$ cat src/rtl/regfile_write_arbiter.sv
// Arbitrates the single register-file write port between WB (priority) and a one-entry MDU holding buffer,
// with a starvation counter that forces a buffer grant and a scoreboard of registers awaiting an MDU write.
module regfile_write_arbiter #(
    parameter int DATA_W       = 64,
    parameter int ADDR_W       = 5,
    parameter int STARVE_LIMIT = 3,
    parameter int CNT_W        = 4
) (
    input  logic              clk,
    input  logic              reset,
    input  logic              wb_valid,
    input  logic [ADDR_W-1:0] wb_rd,
    input  logic [DATA_W-1:0] wb_data,
    output logic              wb_ready,
    input  logic              mdu_valid,
    input  logic [ADDR_W-1:0] mdu_rd,
    input  logic [DATA_W-1:0] mdu_data,
    output logic              mdu_ready,
    input  logic              mdu_issue,
    input  logic [ADDR_W-1:0] mdu_issue_rd,
    output logic              reg_write,
    output logic [ADDR_W-1:0] rd,
    output logic [DATA_W-1:0] write_data,
    output logic [31:0]       busy_mask
);

    localparam logic [CNT_W-1:0] LIMIT = CNT_W'(STARVE_LIMIT);

    typedef enum logic {SRC_WB = 1'b0, SRC_MDU = 1'b1} src_t;

    logic              buf_valid;
    logic [ADDR_W-1:0] buf_rd;
    logic [DATA_W-1:0] buf_data;
    logic [CNT_W-1:0]  starve_cnt;
    src_t              out_src;

    logic              force_buf;
    logic              grant_wb;
    logic              grant_buf;
    logic [ADDR_W-1:0] grant_rd;
    logic [DATA_W-1:0] grant_data;
    logic [31:0]       busy_next;

    // Buffer is either empty and accepting, or full and waiting; it never loads and drains together.
    assign mdu_ready = !buf_valid;

    always_comb begin
        force_buf  = buf_valid && (starve_cnt == LIMIT);
        grant_buf  = force_buf || (!wb_valid && buf_valid);
        grant_wb   = !force_buf && wb_valid;
        wb_ready   = !force_buf;
        grant_rd   = grant_buf ? buf_rd : wb_rd;
        grant_data = grant_buf ? buf_data : wb_data;
    end

    // Clear on commit, then set on issue, so a re-issue to the same register stays busy.
    always_comb begin
        busy_next = busy_mask;
        if (reg_write && (out_src == SRC_MDU))
            busy_next[rd] = 1'b0;
        if (mdu_issue && (mdu_issue_rd != '0))
            busy_next[mdu_issue_rd] = 1'b1;
        busy_next[0] = 1'b0;
    end

    always_ff @(posedge clk) begin
        if (reset) begin
            buf_valid  <= 1'b0;
            buf_rd     <= '0;
            buf_data   <= '0;
            starve_cnt <= '0;
        end else begin
            if (grant_buf) begin
                buf_valid  <= 1'b0;
                starve_cnt <= '0;
            end else begin
                if (mdu_valid && !buf_valid) begin
                    buf_valid <= 1'b1;
                    buf_rd    <= mdu_rd;
                    buf_data  <= mdu_data;
                end
                if (buf_valid && grant_wb && (starve_cnt != LIMIT))
                    starve_cnt <= starve_cnt + 1'b1;
            end
        end
    end

    always_ff @(posedge clk) begin
        if (reset) begin
            reg_write  <= 1'b0;
            rd         <= '0;
            write_data <= '0;
            out_src    <= SRC_WB;
            busy_mask  <= '0;
        end else begin
            busy_mask <= busy_next;
            if (grant_wb || grant_buf) begin
                // x0 writes still complete the handshake but never reach the register file.
                reg_write  <= (grant_rd != '0);
                rd         <= grant_rd;
                write_data <= grant_data;
                out_src    <= grant_buf ? SRC_MDU : SRC_WB;
            end else begin
                reg_write <= 1'b0;
            end
        end
    end

endmodule

$ cat config.mk
export PLATFORM = sky130hd
export DESIGN_NAME = regfile_write_arbiter
export DESIGN_NICKNAME = d
export VERILOG_FILES = /design/src/rtl/regfile_write_arbiter.sv
export SDC_FILE = /design/constraint.sdc
export NUM_CORES = 1
export LEC_CHECK = 0
export ABC_AREA = 1
export CELL_PAD_IN_SITES_DETAIL_PLACEMENT = 1
export CELL_PAD_IN_SITES_GLOBAL_PLACEMENT = 2
export CORE_MARGIN = 1
export CORE_UTILIZATION = 26
export CTS_BUF_LIST = sky130_fd_sc_hd__clkbuf_16
export CTS_CLUSTER_DIAMETER = 80
export DETAILED_ROUTE_END_ITERATION = 7
export PLACE_DENSITY_LB_ADDON = 0.1
export SLEW_MARGIN = 20
export SYNTH_ARGS = -nofsm -noshare
export SYNTH_HDL_FRONTEND = slang
export SYNTH_SLANG_ARGS = --single-unit
$ cat constraint.sdc
create_clock -name clk -period 2.7 [get_ports clk]
set_input_delay 0.54 -clock clk [delete_from_list [all_inputs] [get_ports clk]]
set_output_delay 0.54 -clock clk [all_outputs]
set_load 0.05 [all_outputs]
==> impl_metrics.py <==
metrics = {
    "run_status": {
        "status": "finished, final reports clean",
    },
    "grt": {
        "grt_pass1_vias": 7087,
        "grt_overflow_total": 0,
        "grt_use_total_pct": 19.0,
        "grt_first_pass_wirelength_um": 39500,
        "antenna_found_initial": 1,
        "grt_max_degree": 69,
    },
    "placed_design": {
        "placed_area_um2": 9630,
        "place_ws_ns": 0.344,
        "dp_hpwl_um": 16400,
        "port-buffer-count": 250,
        "gp_congestion": 0.747,
        "place_inst": 1433,
    },
    "worst_setup_path": {
        "slowest_delay_ns": 0.87,
        "crit_family": "buffers and inverters",
        "critical_path_required_ns": 2.16,
        "crit_path_start_kind": "flip-flop",
        "crit_slowest_cell": "clkdlybuf4s50_1",
        "crit_path_start": "rd[4]$_SDFFE_PP0N_",
        "critPathBufInv": 1,
        "r2r_cells": 7,
        "crit_type": "reg -> out",
        "cp.arrival_ns": 1.76,
        "path_depth": 1,
        "end_kind": "output port",
        "reg2reg_from": "starve_cnt[0]$_SDFFE_PP0P_",
        "worstPathMaxFanout": 6,
        "crit_chain": "clkdlybuf4s50_1",
    },
    "final_layout": {
        "drive_gt1_share_pct": 4.76,
        "fill_cells": 3044,
        "finalInstanceArea_um2": 10200,
        "nNetsFinal": 1271,
        "final_core_util_pct": 40.1,
        "syn_to_final_growth_pct": 50.0,
        "finalNonFillerCells": 1466,
    },
    "pwr": {
        "leakagePower_nw": 3.88,
        "finalPower_mw": 6.50,
        "switching_share_pct": 31.1,
        "power.density_nw_per_um2": 638,
        "clkPwrFrac_pct": 36.5,
        "seqPwrFrac_pct": 44.4,
        "p_int_mw": 4.48,
        "p_comb_share_pct": 19.2,
        "p_sw_mw": 2.02,
        "ir_drop_v": 0.000349,
    },
    "detailed_routing": {
        "route.met3.wl_um": 1580,
        "drc": 0,
        "vias": 6901,
        "wire_per_inst_um": 17.0,
        "met2_length_um": 11100,
        "drt_iter0_drc": 370,
        "via_per_inst": 4.71,
        "highest_layer": "met4",
        "firstDrtPassIters": 4,
        "met1Wirelength_um": 12100,
        "drtAntennaViolNets": 0,
        "wl_um": 24900,
    },
    "clocking": {
        "cts_buffers": 17,
        "clock_latency_ns": 0.43,
        "cts_setup_buffers": 0,
        "cts.clk_slew.worst_paths_ns": 0.07,
        "clk_path_buf_depth": 2,
        "cts_tree": "yes",
        "cts.sinks": 176,
        "cts_root_buf": "clkbuf_16",
        "htreeDepth": 4,
    },
    "floorplanning": {
        "design.core.area_um2": 25400,
        "pin_count": 252,
        "rows": 58,
        "die_w_um": 164,
        "start_util_pct": 26.7,
        "dieArea_um2": 26800,
        "die_h_um": 164,
    },
    "logic_synthesis": {
        "synth.avg_cell_area_um2": 7.57,
        "synth.top_cell.area_share_pct": 51.9,
        "synth_area_leader_cell": "dfxtp_1",
        "ys_top_cells_by_area": "dfxtp_1, o21ai_0, nor2_1",
        "ys_seq_area_share_pct": 51.9,
        "syn_nets": 1047,
        "synth_area_um2": 6790,
        "yosysUniqueCellTypes": 23,
        "ys_ff_latch": 176,
        "syn-instance-count": 898,
        "ys_warn_count": 0,
    },
    "sta": {
        "hold_violations": 0,
        "whs_ns": 0.460,
        "tightest_slew_ns": 0.585,
        "max_slew_margin_pct": 60.9,
        "period_share_pct": 85.2,
        "slew_violations": 0,
        "fin_crit_ns": 2.30,
        "fmax_mhz": 435,
        "setup_slack_ns": 0.400,
        "finalSetupTns_ns": 0,
        "setup_viol": 0,
        "skew_ns": 0.0146,
        "rsz0062_at_grt": "false",
    },
    "worst_hold_path": {
        "hp-class": "reg -> reg",
        "holdCritStartpoint": "buf_rd[0]$_SDFFE_PP0P_",
        "holdPathStages": 2,
    },
    "run": {
        "cap_violations": 0,
    },
}
-- timing repair --
item,4_1_cts,5_1_grt
endpoints found under the setup margin,0,1
hold buffers,0,0
endpoints found under the hold margin,0,0
resized for setup,0,1
-- Yosys cell counts --
| cell | count |
|---|---|
| buf_2 | 8 |
| nand3_1 | 84 |
| ha_1 | 1 |
| o21ai_0 | 169 |
| inv_2 | 3 |
| or2_1 | 1 |
| nor3_1 | 12 |
| conb_1 | 1 |
| buf_6 | 7 |
| o211ai_1 | 1 |
| nand2_4 | 1 |
| clkbuf_1 | 42 |
| nor2_1 | 210 |
| a21oi_1 | 35 |
| clkbuf_2 | 2 |
| nand2_1 | 57 |
| xnor2_1 | 2 |
| dfxtp_1 | 176 |
| buf_4 | 2 |
| o21ai_1 | 64 |
| clkinv_1 | 1 |
| inv_1 | 18 |
| buf_1 | 1 |
-- state kept, by name, indices dropped and copies added, names as in the netlist --
name / flops
out_src: 1
buf_data: 64
buf_rd: 5
rd: 5
write_data: 64
busy_mask: 31
buf_valid: 1
reg_write: 1
starve_cnt: 4
-- kinds of logic (layout without fill, tap and decap cells) --
logic type | after synthesis | in the layout | share of synthesized area, %
other | 1 | 2 | 0.0552
and+or+nand+nor | 365 | 365 | 22.1
xor gates and xnor gates | 2 | 2 | 0.258
adders and majority gates | 1 | 1 | 0.184
buffers and inverters | 84 | 321 | 5.71
AOI/OAI and AO/OA | 269 | 269 | 19.9
DFF | 176 | 176 | 51.9
-- final timing paths --
| kind | end | slack (ns) |
|---|---|---|
| min reg2reg | buf_rd[0]$_SDFFE_PP0P_ | 0.46 |
| min | buf_rd[0]$_SDFFE_PP0P_ | 0.46 |
| max reg2reg | write_data[24]$_SDFFE_PP0N_ | 0.78 |
| max | rd[4] | 0.40 |
-- power groups by stage --
| stage | logic, mW | clock network [mW] | registers, mW |
|---|---|---|---|
| 2_1_floorplan | 0.361 | 0 | 3.25 |
| 3_3_place_gp | 1.26 | 0 | 2.94 |
| 3_5_place_dp | 1.26 | 0 | 2.94 |
| 4_1_cts | 1.27 | 2.45 | 2.88 |
| 5_1_grt | 1.35 | 2.55 | 2.91 |
| 6_report | 1.25 | 2.37 | 2.88 |
-- routing by layer --
metal,GRT usage (%),vias up
met2,30.3,168
met1,25.5,3271
li1,-,3456
met4,3.87,0
met5,0,-
met3,5.26,6
-- layout make-up --
| type | count | area (um2) | share of cell area [%] |
|---|---|---|---|
| multi-input combinational | 638 | 2910 | 28.5 |
| sequential | 176 | 3520 | 34.6 |
| timing repair buffer | 267 | 2710 | 26.6 |
| tap | 330 | 413 | 4.05 |
| clock buffer | 17 | 425 | 4.17 |
| clock inverter | 15 | 130 | 1.28 |
| inverter | 22 | 85.1 | 0.835 |
| antenna | 1 | 2.50 | 0.0246 |
-- worst min-delay path: stages (launching register included) --
cell     delay [ns]
dfxtp_1        0.30
inv_1          0.06
a21oi_1        0.05
-- layout by cell type (no fill, tap or decap), drive strengths merged --
master         Yosys  final
conb               1      1
nand2             58     58
xnor2              2      2
nand3             84     84
diode              0      1
clkdlybuf4s50      0    249
clkinv             1      5
a21oi             35     35
inv               21     31
or2                1      1
o21ai            233    233
o211ai             1      1
nor3              12     12
ha                 1      1
buf               18     17
dfxtp            176    176
clkbuf            44     17
nor2             210    210
clkinvlp           0      1
dlymetal6s2s       0      1
No activity file was read; power rests on OpenSTA's default activity.
